--- config.mk ---
export PLATFORM = sky130hd
export DESIGN_NAME = line_mem_arbiter
export DESIGN_NICKNAME = d
export VERILOG_FILES = /design/src/rtl/line_mem_arbiter.sv
export SDC_FILE = /design/constraint.sdc
export NUM_CORES = 1
export LEC_CHECK = 0
export CORE_AREA = 2 2 545 547
export DETAILED_ROUTE_END_ITERATION = 8
export DIE_AREA = 0 0 547 549
export SLEW_MARGIN = 0
export SYNTH_ARGS = -nofsm -noshare
export SYNTH_HDL_FRONTEND = slang
export SYNTH_SLANG_ARGS = --single-unit
--- constraint.sdc ---
create_clock -name clk -period 11.6 [get_ports clk]
set_clock_uncertainty 0.2 [all_clocks]
set_input_delay 2.32 -clock clk [delete_from_list [all_inputs] [get_ports clk]]
set_output_delay 2.32 -clock clk [all_outputs]
set_load 0.02 [all_outputs]
--- src/rtl/line_mem_arbiter.sv ---
// N-port arbiter between cache-line clients and the single cache-line memory adaptor port.
// Round-robin or fixed-priority selection; the grant is held until mem_resp, then one release bubble.
module line_mem_arbiter #(
    parameter int NUM_REQ   = 2,
    parameter int LINE_W    = 256,
    parameter int ADDR_W    = 32,
    parameter int OFFSET_W  = 5,
    parameter int PRIO_MODE = 0,
    localparam int ID_W     = (NUM_REQ > 1) ? $clog2(NUM_REQ) : 1
) (
    input  logic                       clk,
    input  logic                       rst,
    input  logic [NUM_REQ-1:0]         req_read,
    input  logic [NUM_REQ-1:0]         req_write,
    input  logic [NUM_REQ*ADDR_W-1:0]  req_addr,
    input  logic [NUM_REQ*LINE_W-1:0]  req_wdata,
    output logic [LINE_W-1:0]          req_rdata,
    output logic [NUM_REQ-1:0]         req_resp,
    output logic                       mem_read,
    output logic                       mem_write,
    output logic [ADDR_W-1:0]          mem_addr,
    output logic [LINE_W-1:0]          mem_wdata,
    input  logic [LINE_W-1:0]          mem_rdata,
    input  logic                       mem_resp,
    output logic [ID_W-1:0]            grant_id,
    output logic                       busy,
    output logic                       proto_err
);

    typedef enum logic [1:0] {IDLE, GRANT, RELEASE} state_e;

    state_e              state_q, state_d;
    logic [ID_W-1:0]     ptr_q, ptr_d;
    logic [ID_W-1:0]     gid_q, gid_d;
    logic                wr_q, wr_d;
    logic                perr_q, perr_d;
    logic [ADDR_W-1:0]   addr_q, addr_d;
    logic [LINE_W-1:0]   wdata_q, wdata_d;

    logic [NUM_REQ-1:0]  req_any;
    logic                lo_found, hi_found;
    logic [ID_W-1:0]     lo_id, hi_id, win_id;
    logic                win_rd, win_wr;
    logic [ADDR_W-1:0]   win_addr;
    logic [LINE_W-1:0]   win_wdata;

    assign req_any = req_read | req_write;

    // Round-robin as two scans: first requester above the pointer, else the lowest requester.
    always_comb begin
        lo_found = 1'b0;
        hi_found = 1'b0;
        lo_id    = '0;
        hi_id    = '0;
        for (int unsigned j = 0; j < NUM_REQ; j++) begin
            if (req_any[j] && !lo_found) begin
                lo_found = 1'b1;
                lo_id    = ID_W'(j);
            end
            if (req_any[j] && !hi_found && (j > 32'(ptr_q))) begin
                hi_found = 1'b1;
                hi_id    = ID_W'(j);
            end
        end
        if (PRIO_MODE == 1) win_id = lo_id;
        else                win_id = hi_found ? hi_id : lo_id;

        win_rd    = 1'b0;
        win_wr    = 1'b0;
        win_addr  = '0;
        win_wdata = '0;
        for (int unsigned j = 0; j < NUM_REQ; j++) begin
            if (ID_W'(j) == win_id) begin
                win_rd    = req_read[j];
                win_wr    = req_write[j];
                win_addr  = req_addr[j*ADDR_W +: ADDR_W];
                win_wdata = req_wdata[j*LINE_W +: LINE_W];
            end
        end
        win_addr[OFFSET_W-1:0] = '0;
    end

    always_comb begin
        state_d   = state_q;
        ptr_d     = ptr_q;
        gid_d     = gid_q;
        wr_d      = wr_q;
        perr_d    = perr_q;
        addr_d    = addr_q;
        wdata_d   = wdata_q;
        mem_read  = 1'b0;
        mem_write = 1'b0;
        req_resp  = '0;
        req_rdata = '0;
        busy      = (state_q != IDLE);

        case (state_q)
            IDLE: begin
                if (|req_any) begin
                    state_d = GRANT;
                    ptr_d   = win_id;
                    gid_d   = win_id;
                    wr_d    = win_wr;
                    addr_d  = win_addr;
                    wdata_d = win_wdata;
                    if (win_rd && win_wr) perr_d = 1'b1;
                end
            end
            GRANT: begin
                mem_read  = ~wr_q;
                mem_write = wr_q;
                if (mem_resp) begin
                    req_resp[gid_q] = 1'b1;
                    req_rdata       = mem_rdata;
                    state_d         = RELEASE;
                end
            end
            RELEASE: state_d = IDLE;
            default: state_d = IDLE;
        endcase
    end

    always_ff @(posedge clk or posedge rst) begin
        if (rst) begin
            state_q <= IDLE;
            ptr_q   <= ID_W'(NUM_REQ - 1);
            gid_q   <= '0;
            wr_q    <= 1'b0;
            perr_q  <= 1'b0;
            addr_q  <= '0;
            wdata_q <= '0;
        end else begin
            state_q <= state_d;
            ptr_q   <= ptr_d;
            gid_q   <= gid_d;
            wr_q    <= wr_d;
            perr_q  <= perr_d;
            addr_q  <= addr_d;
            wdata_q <= wdata_d;
        end
    end

    assign mem_addr  = addr_q;
    assign mem_wdata = wdata_q;
    assign grant_id  = gid_q;
    assign proto_err = perr_q;

endmodule

# == After elaboration in Yosys (flattened, before gate mapping) ==
# Index checks and enable logic that the tools add are counted.
# totals
ff_bits,289
inputBits,839
out_inout_bits,551
elab_cells,45
# op_classes
order_cmp,3
eq_ne,3
mux,19
bitwise,2
n_reduce_logical,11
# op_table
op,n
two-way mux 256 bit,3
two-way mux 32 bit,1
two-way mux 1 bit,9
two-way mux 2 bit,4
logical AND 1 bit,4
"inequality test 2 bit, second input constant",2
case mux 2 bit (2 select lines),1
AND reduction 2 bit,2
AND reduction 3 bit,1
"== test 2 x 1 -> 1 bit, second input constant",1
zero test 2 bit,1
"< comparator 1 x 2 -> 1 bit, second input constant",1
OR 2 bit,1
nonzero test 2 bit,1
OR reduction 2 bit,1
demux 1 bit (select 1 bit),1
">= comparator 1 bit, second input constant",1
"greater-than comparator 1 bit, first input constant",1
zero test 1 bit,1
NOT 1 bit,1

# == Logic depth before layout (Yosys ltp) ==
# Gate-level depths: netlist (run 1).
# depth
depth_word,9
depth_mapped,7
mapped_depth_nobuf,4

# == Worst setup path after synthesis (run 1) ==
# Ideal clock, no wire load.
# synth_path
kind,input-to-output
from,in mem_resp
to,out req_rdata[100]
arrival_ps,3263
required_ps,9080
slack_ps,5817
path_stages,4
path_buffers,3
cell_sequence,clkbuf_1 > clkbuf_1 > clkbuf_1 > and3_1
# synth_via
elab_chain_len,2
# synth_rtl
item,line_no,text
start: declaration,24,"input logic mem_resp,"
two-way mux 256 bit,112,if (mem_resp) begin
two-way mux 256 bit,97,case (state_q)
end: declaration,17,"output logic [LINE_W-1:0] req_rdata,"
# Every way passes these cells.

# == Worst setup path in the final report (run 1) ==
# layout_path
from,in mem_resp
to,out req_rdata[66]
# Same word-level chain as after synthesis.

==> results.sh, run 1 <==
export IMPL_drtIter0Drc=1605
export IMPL_grt_pass1_vias=22320
export IMPL_fin_util_pct=12.21
export IMPL_yosysSeqAreaShare_pct=44.09
export IMPL_placedInstanceArea_sq_mm=0.03420
export IMPL_io_buffers=1374
export IMPL_start_kind="primary input"
export IMPL_worstPathCellList="buf_6, buf_4, and3_1, clkdlybuf4s50_1"
export IMPL_avgViaCountPerCell=3.201
export IMPL_pwr_density_cell_mw_per_mm2=256.0
export IMPL_crit_required_ns=9.08
export IMPL_h_tree_depth=2
export IMPL_synth_most_common_cell="dfrtp_1"
export IMPL_start_util_pct=5.560
export IMPL_fmax_ghz=0.1339
export IMPL_postSynthAreaPerCell_sq_um=8.243
export IMPL_postCtsSetupBuffers=0
export IMPL_reg2reg_to="mem_wdata[28]"
export IMPL_routedWlPerCell_microns=34.61
export IMPL_crit_family="buffers and inverters"
export IMPL_dr_pass1_iters=5
export IMPL_fin_nets=4009
export IMPL_clkSlewWorstSetupHoldPaths_ns=0.05
export IMPL_synth_seq_cells=289
export IMPL_ios=1390
export IMPL_grt_pass1_wl_mm=302.6
export IMPL_slew_violations=0
export IMPL_wl_met2_mm=121.6
export IMPL_die_x_microns=547
export IMPL_syn_inst=1990
export IMPL_synth_commonest_cells="dfrtp_1, o21ai_0, a21oi_1, nand3_1, a31oi_1"
export IMPL_crit_buf_inv=3
export IMPL_syn_cell_area_sq_mm=0.01640
export IMPL_final_seq_area_sq_mm=0.007233
export IMPL_drc=0
export IMPL_min_delay_start="proto_err"
export IMPL_coreArea_sq_mm=0.2950
export IMPL_fp_dieH_microns=549
export IMPL_critical_path_class="primary input to output port"
export IMPL_synth_largest_area_cell="dfrtp_1"
export IMPL_wl_met1_mm=95.33
export IMPL_ys_warn_count=0
export IMPL_outcome="finished, final reports clean"
export IMPL_async_flop_share_pct=100.0
export IMPL_hold_depth=1
export IMPL_crit_path_max_fanout=117
export IMPL_areaGrowthSynthToFinish_pct=119.6
export IMPL_grt_usage_pct=16.08
export IMPL_routed_via_count=23240
export IMPL_routed_wirelength_mm=251.3
export IMPL_critical_path_slowest_cell="clkdlybuf4s50_1"
export IMPL_finalCritPeriodShare_pct=64.40
export IMPL_hold_buffers=0
export IMPL_timing_slew_headroom_pct=31.64
export IMPL_synth_edf_count=0
export IMPL_ant_nets=0
export IMPL_layout_drive_gt1_share_pct=4.276
export IMPL_clkLatencyLatePin_ns=0.67
export IMPL_synth_top_cell_area_share_pct=43.93
export IMPL_tightest_slew_ns=1.025
export IMPL_rsz0062_at_grt="no"
export IMPL_met3_length_mm=21.96
export IMPL_drv_cap=0
export IMPL_fillers=33920
export IMPL_row_count=200
export IMPL_synth_main_ff_cell="dfrtp_1"
export IMPL_reg2reg_from="state_q[1]"
export IMPL_max_stage_delay_ns=1.06
export IMPL_dieArea_sq_mm=0.3003
export IMPL_hold_viol=0
export IMPL_overflow=0
export IMPL_cp_arrival_ns=4.95
export IMPL_dpl_hpwl_mm=217.3
export IMPL_clock_path_buffers=3
export IMPL_holdPathEnd="proto_err"
export IMPL_leakage_nw=12.73
export IMPL_synth_cell_types=31
export IMPL_synth_area_leaders="dfrtp_1, a31oi_1, and3_1, o21ai_0, a21oi_1"
export IMPL_numCtsBuffers=43
export IMPL_gp_congestion=0.9004
export IMPL_reg2regPathDepth=6
export IMPL_cts_tree="done"
export IMPL_grt_antenna_before_repair=222
export IMPL_endpoint_kind="output port"
export IMPL_r2r_slack_ns=7.61
export IMPL_clock_sinks=289
export IMPL_finish_instance_area_sq_mm=0.03603
export IMPL_hp_class="flop to flop"
export IMPL_routed_top_layer="met5"
export IMPL_grt_max_degree=143
export IMPL_peakVddDrop_mv=0.1391
export IMPL_cts_resized=0
export IMPL_tns_ns=0
export IMPL_setup_viol=0
export IMPL_multi_input_area_sq_mm=0.007921
export IMPL_root_buffer="clkbuf_16"
export IMPL_min_period_ns=7.471
[per-stage QoR]
step                      total power [mW]  hold slack (ns)  cells  setup WS, ns
after floorplan                      4.217           0.2701   1994         1.104
after global placement               7.886           0.2679   7064         4.185
after detailed placement             7.879           0.3005   7064         4.191
after CTS                            9.440           0.3175   7143         4.192
after global routing                 9.661           0.3534   7225         4.011
final                                9.224           0.3161   7260         4.129
[per-layer routing]
layer	vias up	track usage, %
met5	-	0
met3	432	5.586
met1	11300	17.92
li1	9963	-
met4	88	8.058
met2	1458	27.09
[flip-flops by register name (all words and copies together) (netlist names)]
register and cells:
wr_q 1, ptr_q 1, mem_addr 27, mem_wdata 256, state_q 2, grant_id 1, proto_err 1
[placed cells by master, fill, tap and decap left out, types with 3 or more instances in the layout]
master / n
a31oi_2: 10
clkbuf_16: 43
buf_4: 36
bufinv_16: 7
clkbuf_1: 3
clkinv_2: 8
o21ai_0: 285
dfrtp_1: 288
diode_2: 117
clkdlybuf4s50_1: 1373
nand3_1: 283
clkinv_4: 7
buf_12: 4
conb_1: 5
a31oi_1: 273
clkbuf_8: 4
a21oi_1: 283
and3_1: 257
inv_8: 3
[worst max-delay path by stage]
| stage | startpoint | to | slack [ns] | cells after the start |
|---|---|---|---|---|
| 3_3_place_gp | mem_resp | req_rdata[42] | 4.19 | 4 |
| 3_5_place_dp | mem_resp | req_rdata[42] | 4.19 | 4 |
| 2_1_floorplan | rst | grant_id | 1.10 | 1 |
| 4_1_cts | mem_resp | req_rdata[42] | 4.19 | 4 |
| 5_1_grt | mem_resp | req_rdata[58] | 4.01 | 4 |
| 6_report | mem_resp | req_rdata[66] | 4.13 | 4 |
[report_power, final]
group	internal, mW	switching, mW	total, mW
clock	0.871	0.620	1.49
combinational	1.93	3.84	5.77
sequential	1.54	0.427	1.97
[worst reg2reg max path: stages (launching register included)]
cell     delay (ns)
dfrtp_1        0.46
nor2_4         0.13
buf_4          0.51
and2_4         0.78
buf_4          0.72
buf_4          0.76
a31oi_1        0.27
[logic make-up (layout without fill, tap and decap cells)]
group	after synthesis	count (layout)	share of synthesized area, %
AO/OA/AOI/OAI	860	860	28.90
XOR/XNOR	1	1	0.05340
buffers and inverters	285	1495	8.016
flip-flops	289	289	44.09
other	1	122	0.02286
AND/OR/NAND/NOR	554	554	18.92
[cell type report]
class | count | share of cell area, %
antenna | 117 | 0.8126
clock buffer | 50 | 3.171
clock inverter | 29 | 1.087
inverter | 2 | 0.04167
multi-input combinational | 1420 | 21.99
sequential | 289 | 20.08
tap | 3939 | 13.68
timing repair buffer | 1414 | 39.15
(Power assumes the default switching activity.)
==> inputs of run 2 (changes only) <==
Clock period 11.6 ns to 7 ns, I/O delays scaled along.
==> run 2 against run 1 <==
Sequential power grew 64%. Power grew 67%. Sequential share of layout area is essentially flat. Critical path type unchanged. Largest power group unchanged.
==> results.sh, run 2 (synthesis gave the netlist of run 1 again) <==
export IMPL_tightest_slew_ns=1.169
export IMPL_r2r_slack_ns=3.57
export IMPL_overflow=0
export IMPL_final_cell_mix="clkdlybuf4s50_1, dfrtp_1, o21ai_0"
export IMPL_drtIter0Drc=1877
export IMPL_pwr_density_cell_mw_per_mm2=428.6
export IMPL_fmax_ghz=0.1984
export IMPL_preCtsSetupSlack_ns=1.868
export IMPL_hold_viol=0
export IMPL_areaGrowthSynthToFinish_pct=119.2
export IMPL_routedWlPerCell_microns=33.90
export IMPL_row_count=200
export IMPL_timing_slew_headroom_pct=21.25
export IMPL_ant_nets=0
export IMPL_fillers=33940
export IMPL_crit_path_max_fanout=84
export IMPL_grt_pass1_vias=22170
export IMPL_hp_class="flop to flop"
export IMPL_dpl_hpwl_mm=211.9
export IMPL_clock_path_buffers=3
export IMPL_reg2regPathDepth=5
export IMPL_slew_violations=0
export IMPL_outcome="finished, final reports clean"
export IMPL_ios=1390
export IMPL_start_kind="primary input"
export IMPL_drv_cap=0
export IMPL_finalCritPeriodShare_pct=72.02
export IMPL_drc=0
export IMPL_root_buffer="clkbuf_16"
export IMPL_io_buffers=1374
export IMPL_dr_pass1_iters=5
export IMPL_clock_sinks=289
export IMPL_hold_ws_ns=0.2932
export IMPL_crit_required_ns=5.40
export IMPL_die_x_microns=547
export IMPL_start_util_pct=5.560
export IMPL_grt_pass1_wl_mm=295.6
export IMPL_endpoint_kind="output port"
export IMPL_clkSlewWorstSetupHoldPaths_ns=0.05
export IMPL_routed_wirelength_mm=244.1
export IMPL_crit_path_end="req_rdata[96]"
export IMPL_cts_resized=0
export IMPL_worst_slack_ns=1.959
export IMPL_largest_reg_flops=256
export IMPL_gp_congestion=0.9084
export IMPL_clkLatencyLatePin_ns=0.66
export IMPL_tns_ns=0
export IMPL_grt_max_degree=167
export IMPL_crit_path_start="mem_resp"
export IMPL_coreArea_sq_mm=0.2950
export IMPL_routed_via_count=22900
export IMPL_grt_usage_pct=15.64
export IMPL_rsz0062_at_grt="no"
export IMPL_fp_dieH_microns=549
export IMPL_cts_tree="done"
export IMPL_leakage_nw=12.76
export IMPL_grt_antenna_before_repair=183
export IMPL_numCtsBuffers=42
export IMPL_reg2reg_to="mem_wdata[159]"
export IMPL_avgViaCountPerCell=3.181
export IMPL_cp_arrival_ns=3.44
export IMPL_postCtsSetupBuffers=0
export IMPL_fin_nets=4012
export IMPL_peakVddDrop_mv=0.2498
export IMPL_layout_drive_gt1_share_pct=4.277
export IMPL_critical_path_class="primary input to output port"
export IMPL_dieArea_sq_mm=0.3003
export IMPL_setup_viol=0
export IMPL_min_period_ns=5.041
export IMPL_mostFrequentLayoutCell="clkdlybuf4s50_1"
export IMPL_hold_buffers=0
export IMPL_reg2reg_from="state_q[1]"
export IMPL_h_tree_depth=2
-- run 2: cell types whose count changed in the layout (fill, tap and decap cells not counted), moves of 2 or more --
cell	change
diode_2	-60
buf_12	+13
clkinv_4	-6
buf_4	-5
clkbuf_8	+4
clkdlybuf4s50_1	-4
clkinv_2	-4
inv_6	+4
clkbuf_1	+3
inv_8	-3
bufinv_16	-2
-- run 2: area by class of cell --
cell class	instances	area (sq um)	share of cell area, %
Inverter	2	11.26	0.03131
Clock inverter	18	255.2	0.7097
Sequential cell	289	7233	20.11
Tap cell	3939	4928	13.70
Timing Repair Buffer	1418	14290	39.73
Clock buffer	56	1184	3.291
Antenna cell	57	142.6	0.3966
Multi-Input combinational cell	1420	7921	22.03
-- run 2: how the worst min path moves through the flow --
| stage | slack, ns | startpoint | end | cells after the start |
|---|---|---|---|---|
| after floorplan | 0.27 | wr_q | wr_q | 1 |
| after global placement | 0.27 | proto_err | proto_err | 1 |
| after detailed placement | 0.28 | proto_err | proto_err | 1 |
| after CTS | 0.30 | proto_err | proto_err | 1 |
| after global routing | 0.33 | proto_err | proto_err | 1 |
| final | 0.29 | proto_err | proto_err | 1 |
-- run 2: metrics by stage --
step	utilization, %	cells	area (sq um)	power [mW]
2_1_floorplan	-	1994	16420	6.989
3_3_place_gp	11.65	7068	34380	13.39
3_5_place_dp	11.65	7068	34380	13.38
4_1_cts	12.14	7142	35820	15.85
5_1_grt	12.17	7176	35910	16.19
6_report	12.19	7199	35960	15.41
-- run 2: where the power goes --
| group | switching [mW] | internal (mW) | leakage (nW) |
|---|---|---|---|
| registers | 0.688 | 2.55 | 3.24 |
| clock network | 0.966 | 1.38 | 0.707 |
| logic | 6.59 | 3.25 | 8.81 |
| total | 8.24 | 7.17 | 12.8 |
-- run 2: routing by layer --
layer  part of all wire, %  routed length (microns)  global-route usage, %
met5                  0.17                      414                      0
met4                   3.4                     8363                  5.411
met3                   7.1                    17320                  4.349
met2                    50                   122000                  27.56
met1                    39                    95990                  17.98
-- run 2: critical path, cell delays in order --
cell	delay [ns]
buf_6	0.45
buf_12	0.31
and3_1	0.20
clkdlybuf4s50_1	0.98
